### config.mk
export PLATFORM = sky130hd
export DESIGN_NAME = stream_mux_4x1_flat
export DESIGN_NICKNAME = d
export VERILOG_FILES = /design/src/rtl/stream_mux_pkg.sv /design/src/rtl/stream_mux_4x1_if.sv /design/src/rtl/stream_mux_4x1_rr_arbiter.sv /design/src/rtl/stream_mux_4x1.sv /design/src/flat_wrapper.sv
export SDC_FILE = /design/constraint.sdc
export NUM_CORES = 1
export LEC_CHECK = 0
export ABC_AREA = 1
export BUFFER_PORTS_ARGS = -buffer_cell sky130_fd_sc_hd__buf_4
export CAP_MARGIN = 20
export CORE_UTILIZATION = 42
export DETAILED_ROUTE_END_ITERATION = 7
export PLACE_DENSITY = 0.87
export SLEW_MARGIN = 20
export SYNTH_ARGS = -nofsm -noshare
export SYNTH_HDL_FRONTEND = slang
export SYNTH_SLANG_ARGS = --single-unit
export TNS_END_PERCENT = 1
### constraint.sdc
create_clock -name clk -period 2.1 [get_ports clk]
set_clock_uncertainty 0.15 [all_clocks]
set_input_delay 0.42 -clock clk [delete_from_list [all_inputs] [get_ports clk]]
set_output_delay 0.42 -clock clk [all_outputs]
set_load 0.02 [all_outputs]
### src/rtl/stream_mux_pkg.sv
// rtl/stream_mux_pkg.sv - shared types and round-robin pick helper for stream_mux_4x1
package stream_mux_pkg;

  localparam int N_CH  = 4;
  localparam int SEL_W = 2;

  typedef enum logic {
    ARB    = 1'b0,
    LOCKED = 1'b1
  } state_t;

  typedef struct packed {
    logic             valid;
    logic [SEL_W-1:0] idx;
  } pick_t;

  // Scans ptr+1, ptr+2, ptr+3, ptr (mod 4); the first requester wins.
  function automatic pick_t rr_pick(input logic [N_CH-1:0] req, input logic [SEL_W-1:0] ptr);
    pick_t            p;
    logic [SEL_W-1:0] cand;
    p = '0;
    for (int k = 1; k <= N_CH; k++) begin
      cand = ptr + k[SEL_W-1:0];
      if (!p.valid && req[cand]) begin
        p.valid = 1'b1;
        p.idx   = cand;
      end
    end
    return p;
  endfunction

endpackage

### src/rtl/stream_mux_4x1_if.sv
// rtl/stream_mux_4x1_if.sv - four input streams plus one merged output stream
interface stream_mux_4x1_if #(
  parameter int DATA_W = 8
);
  import stream_mux_pkg::*;

  logic [N_CH-1:0]        in_valid;
  logic [N_CH-1:0]        in_ready;
  logic [N_CH*DATA_W-1:0] in_data;
  logic [N_CH-1:0]        in_last;
  logic                   out_valid;
  logic                   out_ready;
  logic [DATA_W-1:0]      out_data;
  logic                   out_last;
  logic [SEL_W-1:0]       out_sel;

  // master drives the producer inputs and consumes the output; slave is the mux itself
  modport master (
    output in_valid, in_data, in_last, out_ready,
    input  in_ready, out_valid, out_data, out_last, out_sel
  );

  modport slave (
    input  in_valid, in_data, in_last, out_ready,
    output in_ready, out_valid, out_data, out_last, out_sel
  );

endinterface

### src/rtl/stream_mux_4x1_rr_arbiter.sv
// rtl/stream_mux_4x1_rr_arbiter.sv - combinational 4-way round-robin arbiter with lock override
module rr_arbiter_4
  import stream_mux_pkg::*;
(
  input  logic [N_CH-1:0]  req,
  input  logic [SEL_W-1:0] ptr,
  input  logic             lock_en,
  input  logic [SEL_W-1:0] lock_idx,
  output logic [N_CH-1:0]  grant,
  output logic [SEL_W-1:0] grant_idx,
  output logic             any_grant
);

  pick_t pick;

  always_comb begin
    pick = '0;
    if (lock_en) begin
      // a locked packet owner is the only candidate, even if it is not requesting
      pick.valid = req[lock_idx];
      pick.idx   = lock_idx;
    end else begin
      pick = rr_pick(req, ptr);
    end
  end

  assign any_grant = pick.valid;
  assign grant_idx = pick.idx;
  assign grant     = pick.valid ? (N_CH'(1) << pick.idx) : '0;

endmodule

### src/rtl/stream_mux_4x1.sv
// rtl/stream_mux_4x1.sv - 4:1 round-robin stream merger with optional packet lock
module stream_mux_4x1
  import stream_mux_pkg::*;
#(
  parameter int DATA_W   = 8,
  parameter bit LOCK_PKT = 1'b1
) (
  input  logic clk,
  input  logic rst,
  stream_mux_4x1_if.slave bus
);

  state_t            state_q, state_d;
  logic [SEL_W-1:0]  lock_idx_q, lock_idx_d;
  logic [SEL_W-1:0]  ptr_q, ptr_d;

  logic              out_valid_q;
  logic [DATA_W-1:0] out_data_q;
  logic              out_last_q;
  logic [SEL_W-1:0]  out_sel_q;

  logic [N_CH-1:0]   grant;
  logic [SEL_W-1:0]  grant_idx;
  logic              any_grant;
  logic              can_load;
  logic              xfer;
  logic              beat_last;
  logic [DATA_W-1:0] beat_data;

  rr_arbiter_4 u_arb (
    .req       (bus.in_valid),
    .ptr       (ptr_q),
    .lock_en   (state_q == LOCKED),
    .lock_idx  (lock_idx_q),
    .grant     (grant),
    .grant_idx (grant_idx),
    .any_grant (any_grant)
  );

  // the output register frees up in the same cycle the consumer takes the held beat
  assign can_load  = !out_valid_q || bus.out_ready;
  assign xfer      = any_grant && can_load && !rst;
  assign beat_last = bus.in_last[grant_idx];
  assign beat_data = bus.in_data[grant_idx*DATA_W +: DATA_W];

  assign bus.in_ready  = xfer ? grant : '0;
  assign bus.out_valid = out_valid_q;
  assign bus.out_data  = out_data_q;
  assign bus.out_last  = out_last_q;
  assign bus.out_sel   = out_sel_q;

  always_comb begin
    state_d    = state_q;
    lock_idx_d = lock_idx_q;
    ptr_d      = ptr_q;
    if (xfer) begin
      ptr_d = grant_idx;
      case (state_q)
        ARB: begin
          if (LOCK_PKT && !beat_last) begin
            state_d    = LOCKED;
            lock_idx_d = grant_idx;
          end
        end
        LOCKED: begin
          if (beat_last) begin
            state_d = ARB;
          end
        end
        default: state_d = ARB;
      endcase
    end
  end

  always_ff @(posedge clk) begin
    if (rst) begin
      state_q    <= ARB;
      lock_idx_q <= '0;
      ptr_q      <= SEL_W'(N_CH - 1);
    end else begin
      state_q    <= state_d;
      lock_idx_q <= lock_idx_d;
      ptr_q      <= ptr_d;
    end
  end

  always_ff @(posedge clk) begin
    if (rst) begin
      out_valid_q <= 1'b0;
      out_data_q  <= '0;
      out_last_q  <= 1'b0;
      out_sel_q   <= '0;
    end else if (xfer) begin
      out_valid_q <= 1'b1;
      out_data_q  <= beat_data;
      out_last_q  <= beat_last;
      out_sel_q   <= grant_idx;
    end else if (bus.out_ready) begin
      out_valid_q <= 1'b0;
    end
  end

endmodule

### src/flat_wrapper.sv
// flat-port wrapper written by rule: the top's interface ports become plain ports
module stream_mux_4x1_flat import stream_mux_pkg::*;
#(
  parameter int DATA_W   = 8,
  parameter bit LOCK_PKT = 1'b1
)
  (clk, rst, bus_in_valid, bus_in_data, bus_in_last, bus_out_ready, bus_in_ready, bus_out_valid, bus_out_data, bus_out_last, bus_out_sel);
  stream_mux_4x1_if #(.DATA_W(DATA_W)) bus_i ();
  input  logic clk;
  input  logic rst;
  input wire logic [$bits(bus_i.in_valid)-1:0] bus_in_valid;
  input wire logic [$bits(bus_i.in_data)-1:0] bus_in_data;
  input wire logic [$bits(bus_i.in_last)-1:0] bus_in_last;
  input wire logic [$bits(bus_i.out_ready)-1:0] bus_out_ready;
  output wire logic [$bits(bus_i.in_ready)-1:0] bus_in_ready;
  output wire logic [$bits(bus_i.out_valid)-1:0] bus_out_valid;
  output wire logic [$bits(bus_i.out_data)-1:0] bus_out_data;
  output wire logic [$bits(bus_i.out_last)-1:0] bus_out_last;
  output wire logic [$bits(bus_i.out_sel)-1:0] bus_out_sel;
  assign bus_i.in_valid = bus_in_valid;
  assign bus_i.in_data = bus_in_data;
  assign bus_i.in_last = bus_in_last;
  assign bus_i.out_ready = bus_out_ready;
  assign bus_in_ready = bus_i.in_ready;
  assign bus_out_valid = bus_i.out_valid;
  assign bus_out_data = bus_i.out_data;
  assign bus_out_last = bus_i.out_last;
  assign bus_out_sel = bus_i.out_sel;
  stream_mux_4x1 #(.DATA_W(DATA_W), .LOCK_PKT(LOCK_PKT)) u_core (.clk(clk), .rst(rst), .bus(bus_i));
endmodule
Yosys cells after proc, flatten, opt, wreduce, memory -nomap -nowiden. Index checks and enable logic that the tools add are counted.

Add/sub/neg operators: 3. $lt $le $gt $ge: 6. Shift-type cells: 2. Mux-type cells: 25. Bitwise logic cells: 2. Reduce and logical (&&, ||, !) cells: 13.

Operators by type and width (count): 32-bit by 6-bit indexed part select with 8-bit output (1); 3-bit 2-to-1 mux (8); 2-bit by 3-bit less-than comparator with 1-bit output, second input constant (6); 1-bit binary-select mux with 2-bit select (6); 1-bit 2-to-1 mux (9); 4-bit 2-to-1 mux (2); 1-bit logical AND (5); 1-bit zero test (5); 2-bit adder, second input constant (2); 1-bit by 2-bit left shift with 4-bit output, first input constant (1); 3-bit AND reduction (1); 2-bit by 1-bit adder with 2-bit output, second input constant (1); 1-bit NOT (2); 2-bit nonzero test (1); 1-bit logical OR (1).

Bits in registers: 17. Bits of input ports: 43. Logic and storage cells: 58.

Logic depth before layout (Yosys ltp).
Depth after elaboration: 21. Mapped depth: 20. Mapped depth without buffers: 18.

By module. From an unflattened synthesis, not the netlist that was laid out.

Cells, all modules: 232. Area, all modules: 1363.8 um^2.

By module, submodules not included: stream_mux_4x1 (instances 1, cells each 146, area each 945.9 um^2); rr_arbiter_4 (instances 1, cells each 86, area each 417.9 um^2).

Least setup slack after synthesis. Ideal clock, no wire load.

Path type: register to output. Start point: register u_core.ptr_q[0]. End point: output bus_in_ready[0]. Arrival: 1.770 ns. Required time: 1.530 ns. Setup slack: -0.240 ns. Stages on the path, launching flop included: 17. Buffers on the path: 2. Cell sequence: dfxtp_1 > buf_6 > inv_4 > nand2_2 > nand2_1 > nand2_1 > nand2_2 > nor2_4 > nand3_2 > nand2_1 > inv_2 > nand2_4 > nand2_4 > inv_2 > buf_4 > nand3_1 > nor2_1.

Word-level cells in the longest chain between the ends: 20.

RTL lines: start, declared (RTL line stream_mux_4x1.sv:15) `logic [SEL_W-1:0] ptr_q, ptr_d;`; start signal, assigned (RTL line stream_mux_4x1.sv:79) `ptr_q <= SEL_W'(N_CH - 1);`; start signal, assigned (RTL line stream_mux_4x1.sv:83) `ptr_q <= ptr_d;`; 2-bit by 1-bit adder with 2-bit output (RTL line stream_mux_pkg.sv:23) `cand = ptr + k[SEL_W-1:0];`; 1-bit binary-select mux with 2-bit select (RTL line stream_mux_pkg.sv:24) `if (!p.valid && req[cand]) begin`; 1-bit 2-to-1 mux (not written as such) (RTL line stream_mux_pkg.sv:24); 3-bit 2-to-1 mux (RTL line stream_mux_pkg.sv:24); 3-bit 2-to-1 mux (RTL line stream_mux_4x1_rr_arbiter.sv:18) `if (lock_en) begin`; 1-bit zero test (RTL line stream_mux_pkg.sv:24); 1-bit logical AND (RTL line stream_mux_pkg.sv:24); 3-bit 2-to-1 mux (RTL line stream_mux_pkg.sv:24); [... 4 more ...]; 3-bit 2-to-1 mux (RTL line stream_mux_4x1_rr_arbiter.sv:18); 1-bit zero test (RTL line stream_mux_pkg.sv:24); 1-bit logical AND (RTL line stream_mux_pkg.sv:24); 3-bit 2-to-1 mux * (RTL line stream_mux_pkg.sv:24); 3-bit 2-to-1 mux * (RTL line stream_mux_4x1_rr_arbiter.sv:18); 1-bit by 2-bit left shift with 4-bit output or 1-bit logical AND (tied branches) (RTL line stream_mux_4x1_rr_arbiter.sv:29, stream_mux_4x1.sv:42); 4-bit 2-to-1 mux or 1-bit logical AND (tied branches) (RTL line stream_mux_4x1_rr_arbiter.sv:29, stream_mux_4x1.sv:42); 4-bit 2-to-1 mux * (RTL line stream_mux_4x1.sv:46) `assign bus.in_ready = xfer ? grant : '0;`; end, declared (RTL line flat_wrapper.sv:15) `output wire logic [$bits(bus_i.in_ready)-1:0] bus_in_ready;`.

Mark *: on every way between the ends. The rest lies on a longest branch, timed or not. The select of a mux whose other input is x is not followed.

Worst setup path in the final report.
Start point: register u_core.ptr_q[0]. End point: output bus_in_ready[1].

The elaborated chain is that of the path after synthesis.

==> results_dict.tcl <==
set metrics [dict create \
    post-dp-hpwl_mm 2.85 \
    max_slew.worst_pin.slew_ns 0.470 \
    critical_path_peak_fanout 8 \
    cp.buffers_inverters 5 \
    hold_buffers 0 \
    clock_latency_ns 0.30 \
    clkSinkCount 17 \
    ys_async_sr_fraction 0 \
    final-instance-count-excl-fill 320 \
    synth.net_count 252 \
    remaining_drc_errors 2 \
    clock_slew_at_the_register_clock_pins_of_the_worst_setup_and_hold_paths_ns 0.11 \
    drv_cap 0 \
    report.power.total_mw 4.20 \
    clock_tree_from_tritoncts "done" \
    power.share.sequential 0.135 \
    critPathRequiredTime_ns 1.53 \
    timing.final.crit_share 1.26 \
    distinct_cell_type_count_of_the_synthesized_netlist 25 \
    p_sw_frac 0.523 \
    critical_path.slowest_cell "dfxtp_4" \
    antenna_left 0 \
    fmax_mhz 378 \
    synth_top_cells_by_count "75 x nand2_1, 31 x nand3_1, 17 x dfxtp_1" \
    report.final.slew_viol_count 0 \
    syn_area_per_cell_sq_um 6.18 \
    post-place-cells 310 \
    static_leak_nw 1.08 \
    grt_start_max_net_pins 20 \
    p_switching_mw 2.20 \
    dieArea_sq_um 3300 \
    cts_max_level 1 \
    number_of_detailed_route_iterations_in_the_first_pass 6 \
    worst_path_dominant_cell_family "simple AND/OR/NAND/NOR gates" \
    ys_seq_elements 17 \
    yosys_warnings 0 \
    area_delta_synth_final_pct 62.1 \
    crit_path_max_incr_delay_ns 0.39 \
    worstHoldPathType "input port to flop" \
    post-route-cell-area_sq_um 2090 \
    number_of_buffers_inserted_during_clock_tree_synthesis 3 \
    wp_data_arrival_ns 2.07 \
    detail_route.vias_per_cell 5.21 \
    placed_area_sq_um 1920 \
    dr_total_vias 1668 \
    place_congestion 0.831 \
    status "complete, but fails checks" \
    power.density_nw_per_um2 2010 \
    totalWireLength_mm 4.20 \
    die_height_microns 57.4 \
    fin_nets 333 \
    diodes 0 \
    timing_worst_setup_path_type "flop to output port" \
    crit_path_frequent_cell "nand2_2" \
    setup_slack_ns -0.544 \
    syn-cell-area_sq_um 1290 \
    hold_violations 0 \
    synth_sequential_area_ratio 0.264 \
    residual_overflow_from_global_routing 0 \
    drt-wirelength-per-cell_microns 13.1 \
    post_route_cells_drive_above_1_share 0.457 \
    comb_power_share 0.820 \
    drtIter0Drc 99 \
    cell_type_contributing_the_most_total_cell_area_after_synthesis "dfxtp_1" \
    setup-violations-final 21 \
    yosysTopAreaCellShare 0.264 \
    num_rows 19 \
    worstPathCellList "buf_12 -> inv_8 -> nand2_2 -> nand2_1 -> nand2_1 -> nand2_2 -> nor2_4 -> nand3_2 -> nand2_2 -> inv_2 -> nand2_4 -> nand2_4 -> nor2_8 -> inv_2 -> nor2_2 -> buf_6" \
    die_w_microns 57.4 \
    p_clk_frac 0.045 \
    rsz_0062_raised_after_global_routing "true" \
    crit_path_start_kind "flop" \
    internal_power_mw 2.00 \
    power.ir.vdd_worst_mv 1.11 \
    violations "DRC, setup timing" \
    vias_in_the_first_global_route 1434 \
    gr-usage-all-layers 0.242 \
    design.core.area_sq_um 2830 \
    grt_antenna_before_repair 0 \
    synthCells 209 \
    yosys_most_used_dff "dfxtp_1" \
    rrSetupSlack_ns -0.33 \
    ys_top_cells_by_area "dfxtp_1 26%, nand2_1 22%, nand3_1 12%, inv_1 4.4%, nand2_2 4.4%" \
    fillers 209 \
    io_pins 59 \
    root_buffer "clkbuf_4" \
    timing.slew.headroom 0.686 \
    ctsLongestPathBuffers 2 \
    floorplan.initialDensity 0.456 \
    period_needed_ns 2.64 \
    synth_most_common_cell "nand2_1" \
    synth_edf_count 0 \
    grt_pass1_wl_mm 6.27 \
    total_of_buffers_placed_on_input_and_output_ports 58 \
    worst_setup_path_end_kind "output port" \
]
[power by group through the flow]
| stage | registers [mW] | logic, mW | clock network (mW) |
|---|---|---|---|
| after detailed placement | 0.555 | 3.01 | 0 |
| final | 0.568 | 3.45 | 0.189 |
| after floorplan | 0.663 | 1.98 | 0 |
| after CTS | 0.555 | 3.21 | 0.192 |
| after global placement | 0.554 | 2.96 | 0 |
| after global routing | 0.582 | 3.74 | 0.210 |
[logic make-up (layout without fill, tap and decap cells)]
logic type,Yosys count,count (layout),synth area share
buffers and inverters,26,106,0.0959
DFF,17,17,0.264
and+or+nand+nor,141,141,0.532
AOI/OAI and AO/OA,25,25,0.109
[cells in the final DEF, fill, tap and decap left out]
| cell | netlist | final |
|---|---|---|
| nand3_1 | 31 | 29 |
| clkinv_2 | 0 | 1 |
| o211ai_1 | 3 | 3 |
| buf_6 | 2 | 5 |
| nor2_8 | 1 | 1 |
| nand3_2 | 2 | 3 |
| nand3_4 | 2 | 3 |
| dfxtp_1 | 17 | 16 |
| a21oi_2 | 1 | 1 |
| a21oi_1 | 11 | 10 |
| o21ai_1 | 4 | 4 |
| inv_1 | 15 | 12 |
| o21a_1 | 1 | 1 |
| dfxtp_4 | 0 | 1 |
| nor2_4 | 1 | 4 |
| buf_4 | 2 | 73 |
| nand2_4 | 4 | 5 |
| nand2_1 | 75 | 66 |
| nand2_2 | 9 | 17 |
| inv_6 | 0 | 1 |
| inv_8 | 0 | 1 |
| a31oi_1 | 1 | 1 |
| buf_12 | 0 | 2 |
| buf_8 | 0 | 1 |
| a21oi_4 | 0 | 1 |
| nor2_2 | 0 | 2 |
| nand4_1 | 1 | 1 |
| o21ai_0 | 4 | 4 |
| clkbuf_4 | 0 | 3 |
| nor2_1 | 15 | 10 |
| clkbuf_16 | 0 | 1 |
| inv_2 | 4 | 6 |
[state kept, by name, indices dropped and copies added (netlist names)]
signal	cells
u_core.bus.out_data	8
u_core.bus.out_valid	1
u_core.state_q	1
u_core.bus.out_sel	2
u_core.ptr_q	2
u_core.lock_idx_q	2
u_core.bus.out_last	1
[per-layer routing]
metal  global-route usage  up-vias  wire length (microns)
met3               0.0454        6                    224
met4               0.0767        0                     36
met1                0.316      768                   1820
li1                     -      837                      -
met2                0.402       57                   2120
met5                    0        -                      0
[stage by stage]
| step | setup slack, ns | util | setup TNS (ns) | hold WS, ns |
|---|---|---|---|---|
| after global routing | -0.689 | 0.740 | -8.04 | 0.130 |
| final | -0.544 | 0.740 | -5.06 | 0.139 |
| after CTS | -0.442 | 0.720 | -2.74 | 0.138 |
| after detailed placement | -0.206 | 0.678 | -1.34 | 0.304 |
| after floorplan | -0.0936 | - | -0.304 | 0.339 |
| after global placement | -0.176 | 0.678 | -0.745 | 0.303 |
[worst paths after layout]
kind / from / to / cells after the start
worst max-delay path: u_core.ptr_q[0] / bus_in_ready[1] / 16
worst min-delay path: rst / u_core.bus.out_sel[0] / 2
worst max register to register: u_core.ptr_q[0] / u_core.state_q / 16
worst min register to register: u_core.bus.out_last / u_core.bus.out_last / 2
[cell type report]
| cell class | instances | area, sq um | area share |
|---|---|---|---|
| clock inverter | 1 | 5.00 | 0.00239 |
| multi-input combinational | 166 | 911 | 0.435 |
| inverter | 20 | 87.6 | 0.0418 |
| clock buffer | 3 | 22.5 | 0.0108 |
| sequential | 17 | 344 | 0.164 |
| timing repair buffer | 82 | 684 | 0.327 |
| tap | 31 | 38.8 | 0.0185 |
[timing repair]
action | in CTS | in global routing
gates resized for setup | 17 | 11
buffers inserted | 5 | 0
endpoints found under the setup margin | 12 | 21
pin swaps | 5 | 2
endpoints found under the hold margin | 0 | 0
gates cloned | 0 | 1
(Power assumes the default switching activity.)
